<file path="src/rtl/ddram_arb.sv">
// ddram_arb: shares one ddram write/read toggle port among
// NCH single-word requesters, round-robin or fixed priority.
module ddram_arb #(
  parameter int NCH = 3,
  parameter bit RR  = 1'b1
) (
  input  logic              DDRAM_CLK,
  input  logic              RESET_N,
  input  logic [NCH*27-1:0] ch_addr,
  input  logic [NCH*16-1:0] ch_din,
  input  logic [NCH-1:0]    ch_we,
  input  logic [NCH-1:0]    ch_req,
  output logic [NCH-1:0]    ch_ack,
  output logic [NCH*16-1:0] ch_dout,
  output logic [27:0]       wraddr,
  output logic [15:0]       din,
  output logic              we_req,
  input  logic              we_ack,
  output logic [26:0]       rdaddr,
  output logic              rd_req,
  input  logic              rd_ack,
  input  logic [15:0]       dout
);

  localparam int GW = $clog2(NCH);

  typedef enum logic [1:0] {
    SYNC,
    IDLE,
    WAIT
  } state_e;

  state_e state_q, state_d;

  logic [GW-1:0] grant_q, grant_d;
  logic [GW-1:0] rr_ptr_q, rr_ptr_d;
  logic          op_q, op_d;
  logic [NCH-1:0] ack_q, ack_d;
  logic [NCH-1:0][15:0] dout_q, dout_d;
  logic [27:0]   wraddr_q, wraddr_d;
  logic [15:0]   din_q, din_d;
  logic          we_req_q, we_req_d;
  logic [26:0]   rdaddr_q, rdaddr_d;
  logic          rd_req_q, rd_req_d;

  logic [NCH-1:0][26:0] addr_a;
  logic [NCH-1:0][15:0] din_a;
  logic [NCH-1:0] pend;
  logic [GW-1:0]  base;
  logic [GW-1:0]  sel;
  logic           sel_vld;
  logic [GW:0]    idx;
  logic           done;

  assign addr_a = ch_addr;
  assign din_a  = ch_din;
  assign pend   = ch_req ^ ack_q;
  assign base   = RR ? rr_ptr_q : '0;

  // Pick the first pending channel scanning upward from base, wrapping at NCH.
  always_comb begin
    sel_vld = 1'b0;
    sel     = '0;
    idx     = '0;
    for (int k = 0; k < NCH; k++) begin
      idx = {1'b0, base} + (GW+1)'(k);
      if (idx >= (GW+1)'(NCH)) idx = idx - (GW+1)'(NCH);
      if (!sel_vld && pend[idx[GW-1:0]]) begin
        sel_vld = 1'b1;
        sel     = idx[GW-1:0];
      end
    end
  end

  assign done = op_q ? (we_ack == we_req_q) : (rd_ack == rd_req_q);

  // Next-state and datapath updates for the SYNC/IDLE/WAIT sequencer.
  always_comb begin
    state_d  = state_q;
    grant_d  = grant_q;
    rr_ptr_d = rr_ptr_q;
    op_d     = op_q;
    ack_d    = ack_q;
    dout_d   = dout_q;
    wraddr_d = wraddr_q;
    din_d    = din_q;
    we_req_d = we_req_q;
    rdaddr_d = rdaddr_q;
    rd_req_d = rd_req_q;
    unique case (state_q)
      SYNC: begin
        we_req_d = we_ack;
        rd_req_d = rd_ack;
        state_d  = IDLE;
      end
      IDLE: begin
        if (sel_vld) begin
          grant_d = sel;
          op_d    = ch_we[sel];
          if (ch_we[sel]) begin
            wraddr_d = {addr_a[sel], 1'b0};
            din_d    = din_a[sel];
            we_req_d = ~we_req_q;
          end else begin
            rdaddr_d = addr_a[sel];
            rd_req_d = ~rd_req_q;
          end
          state_d = WAIT;
        end
      end
      WAIT: begin
        if (done) begin
          ack_d[grant_q] = ~ack_q[grant_q];
          if (!op_q) dout_d[grant_q] = dout;
          if (RR) begin
            rr_ptr_d = (grant_q == GW'(NCH-1)) ? '0
                                               : grant_q + GW'(1);
          end
          state_d = IDLE;
        end
      end
      default: state_d = SYNC;
    endcase
  end

  // State and output registers; reset abandons any open transaction.
  always_ff @(posedge DDRAM_CLK or negedge RESET_N) begin
    if (!RESET_N) begin
      state_q  <= SYNC;
      grant_q  <= '0;
      rr_ptr_q <= '0;
      op_q     <= 1'b0;
      ack_q    <= '0;
      dout_q   <= '0;
      wraddr_q <= '0;
      din_q    <= '0;
      we_req_q <= 1'b0;
      rdaddr_q <= '0;
      rd_req_q <= 1'b0;
    end else begin
      state_q  <= state_d;
      grant_q  <= grant_d;
      rr_ptr_q <= rr_ptr_d;
      op_q     <= op_d;
      ack_q    <= ack_d;
      dout_q   <= dout_d;
      wraddr_q <= wraddr_d;
      din_q    <= din_d;
      we_req_q <= we_req_d;
      rdaddr_q <= rdaddr_d;
      rd_req_q <= rd_req_d;
    end
  end

  assign ch_ack  = ack_q;
  assign ch_dout = dout_q;
  assign wraddr  = wraddr_q;
  assign din     = din_q;
  assign we_req  = we_req_q;
  assign rdaddr  = rdaddr_q;
  assign rd_req  = rd_req_q;

endmodule

</file>
<file path="config.mk">
export PLATFORM = sky130hd
export DESIGN_NAME = ddram_arb
export DESIGN_NICKNAME = d
export VERILOG_FILES = /design/src/rtl/ddram_arb.sv
export SDC_FILE = /design/constraint.sdc
export NUM_CORES = 1
export LEC_CHECK = 0
export CORE_MARGIN = 4
export CORE_UTILIZATION = 45
export CTS_BUF_LIST = sky130_fd_sc_hd__clkbuf_8
export DETAILED_ROUTE_END_ITERATION = 10
export GPL_ROUTABILITY_DRIVEN = 0
export PLACE_DENSITY = 0.94
export SETUP_SLACK_MARGIN = 0.1
export SLEW_MARGIN = 40
export SYNTH_ARGS = -nofsm -noshare
export SYNTH_HDL_FRONTEND = slang
export SYNTH_SLANG_ARGS = --single-unit
</file>
<file path="constraint.sdc">
create_clock -name DDRAM_CLK -period 7.64 [get_ports DDRAM_CLK]
set_input_delay 2.292 -clock DDRAM_CLK [delete_from_list [all_inputs] [get_ports DDRAM_CLK]]
set_output_delay 2.292 -clock DDRAM_CLK [all_outputs]
set_load 0.01 [all_outputs]
</file>
==> results.txt <==
The flow ran to the end, and the final reports show no timing, DRC or antenna violations. The final critical path takes up 65.97% of the cycle. The total length of routed wires is 18730 um. The area of the core region is 0.01330 mm2. In this run the power density over the cells is 461.3 mW/mm2. The post-CTS setup repair buffer count came out at 0.

Summing all multi-input logic gate instances after layout gives 0.002723 mm2. The total leakage power is 4.006 nW. Clock-pin slew was measured on the worst setup and hold paths at 0.07 ns. The number of vias after detailed routing came out at 4990. By area the synthesized netlist is led by sky130_fd_sc_hd__dfrtp_1 53%, sky130_fd_sc_hd__mux2_1 11%, sky130_fd_sc_hd__mux2_2 11%.

The clock passes through at most 2 buffers. The number of endpoints with negative hold slack in the final report is 0. The worst setup slack after placement came out at 2.197 ns. The routed length per instance is 19.66 um. The clock tree from TritonCTS is built.

After the last flow step, the layout net total stands at 922. In this run the count of I/O pins placed on the die edge is 279. The post-route minimum period came out at 5.040 ns. The core occupancy in the finished layout came out at 71.40%. Setup repair after global routing left no endpoint under its margin. The initial antenna violation count is 0.

The first-iteration detailed-routing DRC count is 249. The data required time at the worst endpoint is 7.95 ns. The hold buffer count at CTS is 0. The worst clock skew on the final layout came out at 0.008858 ns.

The number of antenna cells inserted is 0. The count of mapped cells out of synthesis is 490. The most used flip-flop cell after synthesis is sky130_fd_sc_hd__dfrtp_1.

The setup TNS after final layout is 0 ns. The placed wire-length estimate came out at 14140 um. The critical path is of the in -> reg type. The number of vias per cell came out at 5.236. The final worst-path setup slack is 2.600 ns.

The later pin in the worst-skew pair is clocked with a latency of 0.44 ns. The synthesized-area fraction occupied by and/or/nand/nor cells is 6.757%. The instance count after placement with tap cells included is 921. The post-cts repair resize count is 0. The cell sitting at the root of the clock tree is a sky130_fd_sc_hd__clkbuf_8.

The nature of the critical path startpoint is an input port. The share of the synthesized area in compound gates (AO/OA/AOI/OAI) is 6.757%. Summed over its instances, the top area cell type makes up 53.24% of the synthesized netlist area. The mean area per synthesized cell came out at 12.47 um2. The flop and latch count out of synthesis came out at 130. The initial utilization of the core area, before any placement, comes to 45.96%.

The post-synthesis cell type count is 44. The count of fill cells added during filler insertion is 889. The worst-case IR drop observed on VDD is 0.2240 mV. The area of the die is 0.01551 mm2. The remaining routing DRC violations came out at 0. The largest fanout of any net on the critical path is 25. The multiplexer share of the synthesized area is 28.79%. The actual transition at the worst max-transition pin is 0.8093 ns.

Headroom to the max-slew limit came out at 46.05%. The global routing usage summed across all routing layers came out at 24.51%. The area share of xor/xnor cells in the synthesized design came out at 1.413%. For this run, asynchronously set or reset flops after synthesis account for 100.0%.

The biggest area contributor in the post-synthesis netlist is sky130_fd_sc_hd__dfrtp_1. The synthesis-to-finish area growth is 55.34%. The largest family of logic cells by synthesized area is multiplexers. The synthesized-area fraction occupied by adder cells is 0.6143%.

Data arrives at the worst endpoint at 5.36 ns. The maximum level of the CTS H-tree came out at 4. The via count of the first global-routing pass is 5546. When the netlist entered floorplanning its net count stood at 648. The sequential cell area came out at 0.003253 mm2. Counting flops with a built-in enable in the synthesized netlist gives 0. The final number of max-transition violations was 0. The floorplan step set the die width to 124.5 um.

The capturing element type of the critical path is a register. Excluding fillers, the count of instances in the completed layout stands at 953. The fraction of final layout cells sized beyond drive strength 1 is 13.13%. Counting the buffers created by CTS gives 17. The count of yosys warnings during synthesis came out at 0. The maximum number of pins on one net before global-route repair is 88. The commonest non-fill, non-tap cell in the layout is sky130_fd_sc_hd__clkdlybuf4s50_1. Measured along the y axis, the die boundary spans 124.5 um.

The number of placement rows came out at 42. The area of the mapped netlist is 0.006111 mm2. The global-route congestion overflow total is 0.

The maximum achievable frequency is 198.4 MHz. The top cell types in the final layout, fill and taps aside, are 276 x sky130_fd_sc_hd__clkdlybuf4s50_1, 130 x sky130_fd_sc_hd__dfrtp_1, 59 x sky130_fd_sc_hd__mux2_2, 59 x sky130_fd_sc_hd__mux2_1, 49 x sky130_fd_sc_hd__nor2_1. Input and output buffers added on the ports amount to 277. The path class of the lowest-slack min-delay path is reg -> reg. Across the run, the number of max-cap violations was 0. The global-route wire length before repair came out at 30080 um. Setup violations remaining at the end of the flow were counted as 0. The proportion of synthesized chip area in sequential cells is 53.24%. The count of TritonRoute iterations in the first routing pass came out at 4. The number of sinks driven by the clock tree came out at 130. Once detail routing completed, the nets flagged for antenna violations numbered 0.
==> critical path, stage by stage <==
cell	delay, ns
sky130_fd_sc_hd__clkdlybuf4s50_1	0.45
sky130_fd_sc_hd__xor2_1	0.22
sky130_fd_sc_hd__o31ai_1	0.26
sky130_fd_sc_hd__o21ba_1	0.21
sky130_fd_sc_hd__nand2b_2	0.67
sky130_fd_sc_hd__buf_4	0.47
sky130_fd_sc_hd__mux2i_1	0.26
sky130_fd_sc_hd__a21oi_1	0.13
sky130_fd_sc_hd__mux2_1	0.35
==> registers in the layout, summed over array words and instances (netlist names) <==
| signal | flops |
|---|---|
| base | 2 |
| ch_ack | 3 |
| din | 16 |
| grant_q | 2 |
| rd_req | 1 |
| op_q | 1 |
| rdaddr | 27 |
| we_req | 1 |
| ch_dout | 48 |
| wraddr | 27 |
| state_q | 2 |
==> power by group <==
group	switching (mW)	internal, mW
registers	0.192	1.03
clock network	0.258	0.411
logic	1.21	1.28
total	1.66	2.72
==> final cells by class <==
type                       count  area share (%)
clock buffer                  20           2.900
clock inverter                12           1.977
inverter                       4          0.1582
multi-input combinational    330           28.68
sequential                   130           34.27
tap                          176           2.320
timing repair buffer         281           29.70
==> final timing paths <==
kind	startpoint	endpoint	slack (ns)	cells after the start
setup / recovery	ch_req[2]	wraddr[8]	2.60	9
hold / removal	rdaddr[25]	rdaddr[25]	0.49	1
setup reg to reg	base[0]	wraddr[8]	4.16	10
hold reg to reg	rdaddr[25]	rdaddr[25]	0.49	1
max in group asynchronous	RESET_N	rdaddr[7]	4.77	2
min in group asynchronous	RESET_N	ch_dout[12]	1.80	1
==> routing by layer <==
| layer | vias to the layer above | share of wire [%] | track usage [%] |
|---|---|---|---|
| li1 | 2283 | - | - |
| met1 | 2403 | 36 | 25.82 |
| met2 | 252 | 50 | 42.21 |
| met3 | 52 | 9.2 | 10.98 |
| met4 | 0 | 3.9 | 10.83 |
| met5 | - | 0 | 0 |
==> synth_stat cells, types with 2 or more instances <==
cell                       number
sky130_fd_sc_hd__mux2i_1       43
sky130_fd_sc_hd__buf_4          5
sky130_fd_sc_hd__xor2_1         3
sky130_fd_sc_hd__clkbuf_1       9
sky130_fd_sc_hd__a211oi_1       2
sky130_fd_sc_hd__inv_1          4
sky130_fd_sc_hd__nor2_1        49
sky130_fd_sc_hd__o21ai_0        6
sky130_fd_sc_hd__nor2b_1        4
sky130_fd_sc_hd__nor3b_1        3
sky130_fd_sc_hd__buf_2         11
sky130_fd_sc_hd__a22oi_1        2
sky130_fd_sc_hd__mux2_1        59
sky130_fd_sc_hd__nand2_1       12
sky130_fd_sc_hd__mux2_2        59
sky130_fd_sc_hd__xnor2_1        5
sky130_fd_sc_hd__a21oi_1       45
sky130_fd_sc_hd__nand2b_1       7
sky130_fd_sc_hd__dfrtp_1      130
sky130_fd_sc_hd__and2_1         2
sky130_fd_sc_hd__ha_1           3
sky130_fd_sc_hd__nor3_1         5
==> stage by stage <==
stage	power (mW)	hold slack, ns	cell area [um2]
3_5_place_dp	3.712	0.4738	9022
3_3_place_gp	3.565	0.4672	9004
2_1_floorplan	2.642	0.4865	6111
5_1_grt	4.668	0.5036	9493
4_1_cts	4.416	0.4900	9485
6_report	4.379	0.4871	9493
==> kinds of logic after synthesis <==
family,after synthesis
compound gates,68
xor+xnor,9
fa+ha+maj,3
buf+inv,30
flops,130
mux,161
other cells,1
simple gates,88
Note: power is estimated with default switching activity, not from simulation.
